<file path="config.mk">
export PLATFORM = sky130hd
export DESIGN_NAME = cmos_stream_packer
export DESIGN_NICKNAME = d
export VERILOG_FILES = /design/src/rtl/video_stitching_pkg.sv /design/src/rtl/stream_skid_fifo.sv /design/src/rtl/cmos_stream_packer.sv
export SDC_FILE = /design/constraint.sdc
export NUM_CORES = 1
export LEC_CHECK = 0
export ABC_AREA = 1
export CORE_MARGIN = 10
export CORE_UTILIZATION = 53
export DETAILED_ROUTE_END_ITERATION = 10
export PLACE_DENSITY_LB_ADDON = 0.05
export SLEW_MARGIN = 20
export SYNTH_ARGS = -nofsm -noshare
export SYNTH_HDL_FRONTEND = slang
export SYNTH_HIERARCHICAL = 1
export SYNTH_SLANG_ARGS = --single-unit
</file>
<file path="constraint.sdc">
create_clock -name clk -period 5.86 [get_ports clk]
set_clock_uncertainty 0.05 [all_clocks]
set_input_delay 1.172 -clock clk [delete_from_list [all_inputs] [get_ports clk]]
set_output_delay 1.172 -clock clk [all_outputs]
set_load 0.01 [all_outputs]
</file>
<file path="src/rtl/video_stitching_pkg.sv">
// video_stitching_pkg: shared lane geometry and the buffered word format for the stitching write path.
package video_stitching_pkg;
  localparam int LANE_W = 32;
  localparam int AXI_W = 128;
  typedef struct packed {
    logic [AXI_W-1:0] data;
    logic             user;
    logic             last;
  } word_t;
  function automatic int pix_per_word(input int axi_w);
    return axi_w / LANE_W;
  endfunction
endpackage

</file>
<file path="src/rtl/stream_skid_fifo.sv">
// stream_skid_fifo: 2-entry FIFO; a push while full is dropped unless a pop frees the slot that cycle.
module stream_skid_fifo #(
  parameter int W = 8
) (
  input  logic         clk,
  input  logic         rst,
  input  logic         push,
  input  logic         pop,
  input  logic [W-1:0] din,
  output logic [W-1:0] dout,
  output logic         full,
  output logic         empty
);
  logic [W-1:0] mem [2];
  logic         wp, rp, do_push, do_pop;
  logic [1:0]   cnt;
  always_comb begin
    do_pop = pop & !empty;
    do_push = push & (!full | do_pop);
  end
  always_ff @(posedge clk)
    if (rst) begin
      mem[0] <= '0;
      mem[1] <= '0;
      wp <= 1'b0;
      rp <= 1'b0;
      cnt <= '0;
    end else begin
      if (do_push) mem[wp] <= din;
      wp <= do_push ? !wp : wp;
      rp <= do_pop ? !rp : rp;
      cnt <= cnt + 2'(do_push) - 2'(do_pop);
    end
  assign dout = mem[rp];
  assign full = cnt[1];
  assign empty = cnt == '0;
endmodule

</file>
<file path="src/rtl/cmos_stream_packer.sv">
// cmos_stream_packer: packs a CMOS pixel stream into wide words with frame-start/end-of-line sideband.
module cmos_stream_packer
  import video_stitching_pkg::*;
#(
  parameter int DATA_WIDTH = 24,
  parameter int AXI_DATA_WIDTH = AXI_W,
  parameter int IMG_HDISP = 960,
  parameter int IMG_VDISP = 1080
) (
  input  logic                      clk,
  input  logic                      rst,
  input  logic                      cmos_vsync,
  input  logic                      cmos_href,
  input  logic                      cmos_clken,
  input  logic [DATA_WIDTH-1:0]     cmos_data,
  output logic [AXI_DATA_WIDTH-1:0] m_tdata,
  output logic                      m_tvalid,
  input  logic                      m_tready,
  output logic                      m_tuser,
  output logic                      m_tlast,
  output logic                      frame_done,
  output logic                      overflow,
  output logic                      line_err
);
  localparam int PPW = pix_per_word(AXI_DATA_WIDTH);
  localparam int LW = PPW > 1 ? $clog2(PPW) : 1;
  localparam int PW = $clog2(IMG_HDISP + 1);
  localparam int VW = $clog2(IMG_VDISP + 1);
  localparam logic [LW-1:0] LAST_LANE = LW'(PPW - 1);
  localparam logic [PW-1:0] HD = PW'(IMG_HDISP);
  localparam logic [VW-1:0] VD = VW'(IMG_VDISP);
  localparam logic [VW-1:0] LAST_LINE = VW'(IMG_VDISP - 1);

  logic                      vsync_d, href_d, sof;
  logic [LW-1:0]             lane, eff_lane;
  logic [PW-1:0]             pix_cnt, eff_pix;
  logic [VW-1:0]             line_cnt, eff_line;
  logic [AXI_DATA_WIDTH-1:0] asm_q, asm_next;
  logic                      vs_rise, hr_fall, accept, push_word, push_part, push, pop, full, empty;
  word_t                     word, head;

  // A vsync rise resets the frame before the same-cycle pixel is considered.
  always_comb begin
    vs_rise = cmos_vsync & !vsync_d;
    hr_fall = !cmos_href & href_d & !vs_rise;
    eff_lane = vs_rise ? '0 : lane;
    eff_pix = vs_rise ? '0 : pix_cnt;
    eff_line = vs_rise ? '0 : line_cnt;
    accept = cmos_href & cmos_clken & (eff_pix < HD);
    push_word = accept & (eff_lane == LAST_LANE);
    push_part = hr_fall & (pix_cnt < HD) & (lane != '0);
    push = push_word | push_part;
    asm_next = eff_lane == '0 ? '0 : asm_q;
    for (int k = 0; k < PPW; k++)
      if (eff_lane == LW'(k)) asm_next[k*LANE_W +: LANE_W] = LANE_W'(cmos_data);
    word.data = push_word ? asm_next : asm_q;
    word.user = vs_rise | sof;
    word.last = push_part | (eff_pix + 1'b1 == HD);
    pop = !empty & m_tready;
  end

  always_ff @(posedge clk)
    if (rst) begin
      vsync_d <= 1'b0;
      href_d <= 1'b0;
      sof <= 1'b0;
      lane <= '0;
      pix_cnt <= '0;
      line_cnt <= '0;
      asm_q <= '0;
      frame_done <= 1'b0;
      overflow <= 1'b0;
      line_err <= 1'b0;
    end else begin
      vsync_d <= cmos_vsync;
      href_d <= cmos_href;
      lane <= accept ? (eff_lane == LAST_LANE ? '0 : eff_lane + 1'b1) : (vs_rise | hr_fall) ? '0 : lane;
      pix_cnt <= accept ? eff_pix + 1'b1 : (vs_rise | hr_fall) ? '0 : pix_cnt;
      line_cnt <= vs_rise ? '0 : (hr_fall & (line_cnt != VD)) ? line_cnt + 1'b1 : line_cnt;
      sof <= push ? 1'b0 : vs_rise ? 1'b1 : sof;
      if (accept) asm_q <= asm_next;
      frame_done <= push & word.last & (eff_line == LAST_LINE);
      overflow <= overflow | (push & full & !pop);
      line_err <= line_err | (cmos_href & cmos_clken & (eff_pix == HD)) | (hr_fall & (pix_cnt < HD));
    end

  stream_skid_fifo #(.W($bits(word_t))) u_fifo (
    .clk  (clk),
    .rst  (rst),
    .push (push),
    .pop  (pop),
    .din  (word),
    .dout (head),
    .full (full),
    .empty(empty)
  );

  assign m_tvalid = !empty;
  assign m_tdata = head.data;
  assign m_tuser = head.user;
  assign m_tlast = head.last;
endmodule

</file>
Word-level counts from Yosys, hierarchy flattened
Memories as Yosys holds them, arrays and structs flattened. A register that Yosys moved wholly into a read port is not among the register bits.
Cells that the tools add are included.

operators by class
  add/subtract/negate cells = 5
  order comparisons = 2
  equal/unequal tests = 7
  multiplexer cells = 24
  bitwise logic cells = 25
  reduce and logical (&&, ||, !) cells = 15

operators with widths
  kind                                                 count
  two-way mux 128 bit                                  2
  two-way mux 130 bit                                  1
  OR reduction 130 bit                                 1
  two-way mux 32 bit                                   4
  two-way mux 10 bit                                   3
  equality test 10 bit, second input constant          2
  < comparator 10 bit, second input constant           2
  bitwise AND 1 bit                                    17
  adder 11 x 1 -> 11 bit, second input constant        1
  equality test 11 bit, second input constant          1
  two-way mux 11 bit                                   1
  inequality test 11 bit, second input constant        1
  adder 10 x 1 -> 10 bit, second input constant        1
  two-way mux 1 bit                                    9
  zero test 1 bit                                      8
  two-way mux 2 bit                                    4
  OR 1 bit                                             8
  equality test 2 bit, second input constant           2
  zero test 2 bit                                      2
  nonzero test 2 bit                                   2
  OR reduction 2 bit                                   2
  adder 2 x 1 -> 2 bit                                 1
  adder 2 x 1 -> 2 bit, second input constant          1
  equality test 2 x 1 -> 1 bit, second input constant  1
  subtractor 2 x 1 -> 2 bit                            1

word-level totals
  bits in registers = 161
  memory bits (writable) = 260
  input port bits = 30
  output and inout bits = 134
  word-level logic and storage cells = 92
  memories = 1

memories
  memory      words  bits a word  read ports  clocked after memory_dff  write ports  RTL line                source
  u_fifo.mem  2      130          1           1                         2            stream_skid_fifo.sv:14  logic [W-1:0] mem [2];

Longest topological paths before layout
Gate-level depths: netlist (run 1).

  depth after elaboration = 13
  gate-level depth with buffers = 17
  gate-level depth less buffers = 14

Cells and area by module
Netlist (run 1), hierarchy kept.

modules (own cells, without submodules)
  module              times used  cells an instance  area each (µm²)  seq. area each (µm²)
  stream_skid_fifo    1           860                11,300.8         7,907.6
  cmos_stream_packer  1           1,247              7,978.9          3,143.0

Worst setup path after synthesis (run 1)
Ideal clock, no wire load.

  path kind = input -> register
  start = input cmos_vsync
  end = memory u_fifo/mem[1][0] (netlist bit), enable pin
  setup time = 0.494 ns
  arrival time = 5.613 ns
  data required time = 5.316 ns
  setup slack = -0.297 ns
  stages on the path = 12
  buffers on the path = 4
  cells stage by stage = nand2_2 -> buf_2 -> inv_1 -> nor2_1 -> ha_1 -> nand2_4 -> buf_4 -> nand2_1 -> nand4_2 -> buf_4 -> buf_2 -> nand2_1

RTL lines
  element      RTL line                  source
  from (decl)  cmos_stream_packer.sv:12  input logic cmos_vsync,
  to (decl)    stream_skid_fifo.sv:14

==> results of run 1 <==
-- layout by cell type (no fill, tap or decap), types with 3 or more instances in the layout --
cell and count:
a211oi_1 25, a21oi_1 46, and3_1 11, buf_12 4, buf_4 13, bufinv_16 3, clkbuf_1 12, clkbuf_16 47
clkbuf_8 3, clkdlybuf4s50_1 162, clkinv_1 10, clkinv_2 8, dfxtp_1 161, edfxtp_1 260, ha_1 7, inv_1 219
inv_2 6, mux2_2 130, nand2_1 352, nand2_2 3, nand2_8 3, nand3_1 97, nand4_1 4, nor2_1 452
nor3_1 7, o211ai_1 11, o21ai_0 156, o21ai_1 7, xnor2_1 3, xor2_1 4
-- path summary, 6_finish.rpt --
kind	from	to	slack [ns]	cells after the start
worst max-delay path	cmos_vsync	u_fifo/mem[1][26]	1.64	10
worst max register to register	vsync_d	u_fifo/mem[1][26]	2.39	10
worst min-delay path	asm_q[28]	asm_q[28]	0.38	2
worst min register to register	asm_q[28]	asm_q[28]	0.38	2
-- where the power goes --
group          leakage, nW  internal [W]  switching [W]  total (W)
Sequential            4.00       0.00324      0.0000381    0.00328
Combinational         3.82      0.000153       0.000272   0.000425
Clock                0.708       0.00164        0.00114    0.00278
Total                 8.52       0.00503        0.00145    0.00648
-- synthesized netlist by cell type, types with 7 or more instances --
master    instances  area share
nor2_1          452       0.088
nand2_1         354       0.069
edfxtp_1        260        0.40
inv_1           223       0.043
dfxtp_1         162        0.17
o21ai_0         156       0.040
mux2_2          130       0.076
nand3_1          97       0.025
buf_2            48       0.012
clkbuf_1         48      0.0093
a21oi_1          46       0.012
a211oi_1         25      0.0097
buf_4            19      0.0074
and3_1           11      0.0036
o211ai_1         11      0.0043
buf_6             8      0.0047
ha_1              8      0.0052
nor3_1            7      0.0018
o21ai_1           7      0.0018
-- registers in the layout (all words and copies together), names as in the netlist, 2 cells and up, named ones only --
name	cells
u_fifo/mem	260
asm_q	128
line_cnt	11
pix_cnt	10
lane	2
u_fifo/cnt	2
-- cell type report --
cell class / instances / area (µm²)
Clock buffer: 62 / 1260
Clock inverter: 22 / 184
Fill cell: 3050 / 13200
Inverter: 227 / 853
Multi-Input combinational cell: 1329 / 6760
Sequential cell: 422 / 11100
Tap cell: 461 / 577
Timing Repair Buffer: 180 / 1800
-- layer usage --
layer | track usage | share of wire | vias up
met3 | 0.0454 | 0.067 | 63
met4 | 0.0647 | 0.022 | 0
met5 | 0 | 0 | -
li1 | - | - | 7057
met1 | 0.283 | 0.44 | 6957
met2 | 0.350 | 0.47 | 432
-- critical path, stage by stage --
cell	delay (ns)
clkdlybuf4s50_1	0.44
nand2_2	0.35
inv_1	0.18
nor2_1	0.20
ha_1	0.31
nand2_8	0.27
nand2_1	0.37
nand4_4	0.20
nand2_8	0.49
buf_12	0.34
-- metrics by stage --
stage | util | hold slack, ns
6_report | 0.629 | 0.384
5_1_grt | 0.629 | 0.408
4_1_cts | 0.629 | 0.387
3_5_place_dp | 0.589 | 0.378
3_3_place_gp | 0.589 | 0.374
2_1_floorplan | - | 0.366
-- cells by family (layout without fill, tap and decap cells) --
group / count (synthesis) / in the layout
and+or+nand+nor: 937 / 937
xor gates and xnor gates: 7 / 7
buffers and inverters: 356 / 491
adders and majority gates: 8 / 8
muxes: 130 / 130
DFF: 422 / 422
AOI/OAI and AO/OA: 247 / 247
==> impl_results.md, run 1 <==
- I/O pins: approximately 160
- Overall Power: 0.00648 W
- Post-DP HPWL: slightly below 30000 µm
- Vias after detailed routing: between 10000 and 15000
- FMAX: roughly 240 MHz
- TritonCTS clock tree: yes
- Die Width: ~210 µm
- Mapped Avg Cell Area: ~9.2 µm²
- CTS root buf: clkbuf_16
- Final worst setup slack: about 1.6 ns
- Routed WL per cell: around 18 µm
- Worst Setup End Kind: register
- Largest net degree at the start of global routing: around 130
- Non-filler cells, final: between 2000 and 3000
- Die area: between 40000 and 50000 µm²
- Die H: between 200 and 250 µm
- DRT Wirelength: about 48000 µm
- Setup TNS: 0 ns
- Predominant post-synthesis flop cell: edfxtp_1
- DRT antenna net count: 0
- Synth Area in XOR/XNOR: 0.00318
- Mapped Cells: approximately 2100
- Ant diodes: 0
- Starting Density: 0.539
- TritonCTS sink count: 422
- Critical Path RT: around 6.1 ns
- Clock transition at path regs: around 0.060 ns
- 1st-pass router iterations: 5
- Fraction of layout cells with a size suffix above 1: 0.103
- Htree depth: 2
- RD Place Congestion: a little under 0.9
- Syn Std Cell Area: approximately 19000 µm²
- Cts repair resizes: 0
- Post-Synth Simple-Gate Area: 0.194
- CTS Buf Count: 45
- Final instance area: approximately 22000 µm²
- Residual DRC: 0
- Port-buffer cells: 163
- Worst-Skew Late Latency: approximately 0.55 ns
- Max_cap viols: 0
- Mux cell area share after synthesis: 0.0759
- Leak: about 8.5 nW
- Maximum VDD drop: approximately 0.2 mV
- Largest family of logic cells by synthesized area: simple AND/OR/NAND/NOR gates
- Crit Path Max Fanout: 77
- HP Class: register to register
- Power Density: around 290 nW/µm²
- Via-to-Cell Ratio: approximately 5.4
- Synth warnings: 6
- Max Slew Vio Count: 0
- Yosys reg bits: about 420
- Placement Setup Slack: around 1 ns
- Minimum clock period: approximately 4.2 ns
- Final net count: between 2000 and 2500
- Vias in the first global route: around 14000
- Final Hold Vio Count: 0
- Core Box Area: 35700 µm²
- CTS Hold Bufs: 0
- Netlist cell types: 34
- Row count: between 60 and 70
- Worst EP arrival: approximately 4.4 ns
- Area grow syn2layout: 16.7%
- Status: completed
- Initial antenna violation count: 0
- Worst-Margin Slew: 1.05 ns
- Area after DPL: 21100 µm²
- Critical Path Source Type: input pin
- Final period utilization: 0.720
- 1st-iter DRT viols: 1074
- Post-synthesis adder-cell area fraction: 0.00519
- CTS Buffer Depth: 3
- Post-synth ARST share: 0
- Total setup buffers inserted after CTS: 0
- RSZ-0062 raised after global routing: no
- WS Path Type: input pin to register
- Syn Nets: roughly 2100
- Placed insts: around 2600
- First-pass GRT wire length: 75600 µm
- Overall global routing resource usage: 0.215
- Sequential element share of the synthesized area: 0.573
- Compound-Gate Fraction of Synth Area: 0.0695
- Max-slew headroom: 0.293
- Setup Viol. Count Final: 0
- Residual overflow from global routing: 0
- Post-synth EDFFs: 260
Power figures use the tool's default switching activity.
==> run 2, diff against run 1 <==
==> constraint.sdc (replaced) <==
create_clock -name clk -period 3.4 [get_ports clk]
set_clock_uncertainty 0.05 [all_clocks]
set_input_delay 0.68 -clock clk [delete_from_list [all_inputs] [get_ports clk]]
set_output_delay 0.68 -clock clk [all_outputs]
set_load 0.01 [all_outputs]
==> run 2 against run 1 <==
Against the previous run:
- die area unchanged
- sequential share of layout area decreased by 0.93 points
- first-iteration DRC count increased by 16%
- highest routed layer unchanged
==> impl_results.md, run 2 (same netlist as run 1, synthesis figures left out) <==
- Power Density: 484 nW/µm² (was 288 nW/µm²)
- Final Hold Vio Count: 0 (unchanged)
- CTS Hold Bufs: 0 (unchanged)
- Cts repair resizes: 0 (unchanged)
- Die area: 44400 µm² (unchanged)
- TritonCTS sink count: 422 (unchanged)
- FMAX: between 300 and 400 MHz
- Critical Path Source Type: register (was input pin)
- Pint: 0.00863 W (was 0.00503 W)
- Residual DRC: 0 (unchanged)
- Total setup buffers inserted after CTS: 0 (unchanged)
- Commonest non-fill, non-tap cell in the layout: nor2_1 (unchanged)
- Status: completed (unchanged)
- Die Width: 211 µm (unchanged)
- Initial antenna violation count: 0 (unchanged)
- Largest regs: u_fifo/mem (260), asm_q (128), line_cnt (11) (unchanged)
- Maximum VDD drop: 0.374 mV (was 0.203 mV)
- CTS root buf: clkbuf_16 (unchanged)
- RD Place Congestion: 0.833 (was 0.872)
- Max-slew headroom: 0.504 (was 0.293)
- Comb pwr share: 0.070 (was 0.066)
- Worst EP arrival: 2.45 ns (was 4.41 ns)
- HP Class: input pin to register (was register to register)
- TritonCTS clock tree: yes (unchanged)
- Vias after detailed routing: 14500 (about the same)
- Part of the power in registers: 0.509 (was 0.506)
- Row count: 69 (unchanged)
- Via-to-Cell Ratio: 5.30 (was 5.37)
- Core Box Area: 35700 µm² (unchanged)
- Vias in the first global route: 14200 (was 13700)
- Most frequent cells in the layout: nor2_1 (452), nand2_1 (352), edfxtp_1 (260) (unchanged)
- Final instance area: 22900 µm² (was 22500 µm²)
- Sw frac: 0.223 (was 0.224)
- Htree depth: 2 (unchanged)
- Setup Viol. Count Final: 0 (unchanged)
- Final net count: 2280 (was 2243)
- Overall global routing resource usage: 0.217 (was 0.215)
- Leak: 8.73 nW (was 8.52 nW)
- Die H: 211 µm (unchanged)
- Switch Pwr: 0.00248 W (was 0.00145 W)
- Crit Path Max Fanout: 56 (was 77)
- Port-buffer cells: 163 (unchanged)
- Area after DPL: 21500 µm² (was 21100 µm²)
- Reg with most FFs: u_fifo/mem (unchanged)
- CTS Buffer Depth: 3 (unchanged)
- Max_cap viols: 0 (unchanged)
- 1st-iter DRT viols: 1250 (was 1074)
- Starting Density: 0.539 (unchanged)
- R2r startpoint: vsync_d (unchanged)
- Worst-Skew Late Latency: 0.56 ns (was 0.55 ns)
- First-pass GRT wire length: 76700 µm (was 75600 µm)
- Area grow syn2layout: 18.9% (was 16.7%)
- Routed WL per cell: 17.8 µm (was 17.9 µm)
- Final period utilization: 0.936
- 1st-pass router iterations: 8 (was 5)
- Worst Setup End Kind: output port (was register)
- Fraction of layout cells with a size suffix above 1: 0.115 (was 0.103)
- Overall Power: 0.0111 W (was 0.00648 W)
- Max FFs per register: 260 (unchanged)
- Post-DP HPWL: 31800 µm (was 29400 µm)
- WS Path Type: register to output port (was input pin to register)
- Critical Path RT: 2.67 ns (was 6.05 ns)
- HP Start: rst (was asm_q[28])
- Fin util: 0.642 (was 0.629)
- Max Slew Vio Count: 0 (unchanged)
- Largest net degree at the start of global routing: 106 (was 132)
- Residual overflow from global routing: 0 (unchanged)
- CTS Buf Count: 45 (unchanged)
- Power share of the clock group: 0.421 (was 0.429)
- DRT Wirelength: 48900 µm (was 48400 µm)
- DRT antenna net count: 0 (unchanged)
- I/O pins: 164 (unchanged)
- Ant diodes: 0 (unchanged)
- Minimum clock period: approximately 3.2 ns
- Worst-Margin Slew: 0.745 ns (was 1.05 ns)
- Clock transition at path regs: 0.05 ns (was 0.06 ns)
- Setup TNS: 0 ns (unchanged)
- RSZ-0062 raised after global routing: no (unchanged)
==> run 2: changes by cell type in the layout (fill, tap and decap cells not counted) <==
| cell | change |
|---|---|
| inv_6 | -1 |
| clkinvlp_4 | +2 |
| clkinv_2 | -6 |
| clkbuf_8 | -1 |
| buf_4 | +21 |
| clkbuf_1 | +9 |
| inv_2 | +1 |
| buf_12 | +16 |
| clkinv_1 | -5 |
| bufinv_16 | -1 |
| inv_1 | +1 |
==> run 2: per-layer routing <==
layer | part of all wire | global-route usage | vias to the layer above | routed length [µm]
met5 | 0 | 0 | - | 0
met4 | 0.024 | 0.0697 | 0 | 1170
met3 | 0.070 | 0.0371 | 70 | 3420
met2 | 0.47 | 0.354 | 459 | 22800
met1 | 0.44 | 0.288 | 6855 | 21500
li1 | - | - | 7145 | -
==> run 2: critical path: stages, from the launching register on <==
cell and delay (ns):
dfxtp_4 0.58, buf_12 0.33, mux2_2 0.39, clkdlybuf4s50_1 0.53
==> run 2: per-stage QoR <==
stage	instances	worst slack (ns)	hold slack (ns)
after floorplan	2107	0.0793	0.366
after global placement	2656	0.148	0.373
after detailed placement	2656	0.108	0.381
after CTS	2739	0.145	0.322
after global routing	2739	0.111	0.340
final	2739	0.217	0.350
==> run 2: cell type report <==
| type | instances | area (µm²) |
|---|---|---|
| Timing Repair Buffer | 217 | 2280 |
| Clock buffer | 70 | 1280 |
| Multi-Input combinational cell | 1329 | 6760 |
| Inverter | 227 | 852 |
| Sequential cell | 422 | 11100 |
| Clock inverter | 13 | 120 |
| Tap cell | 461 | 577 |
| Fill cell | 2954 | 12800 |
==> run 2: final timing paths <==
| kind | to | cells past startpoint | slack (ns) |
|---|---|---|---|
| setup reg to reg | u_fifo/mem[0][39] | 13 | 0.92 |
| hold reg to reg | asm_q[28] | 2 | 0.39 |
| setup / recovery | m_tdata[118] | 3 | 0.22 |
| hold / removal | u_fifo/cnt[0] | 2 | 0.35 |
==> run 2: power groups by stage <==
stage / clock (W) / sequential, W / combinational, W
5_1_grt: 0.00499 / 0.00567 / 0.000846
6_report: 0.00468 / 0.00565 / 0.000775
2_1_floorplan: 0 / 0.00574 / 0.000414
3_5_place_dp: 0 / 0.00576 / 0.000774
4_1_cts: 0.00477 / 0.00565 / 0.000779
3_3_place_gp: 0 / 0.00575 / 0.000765
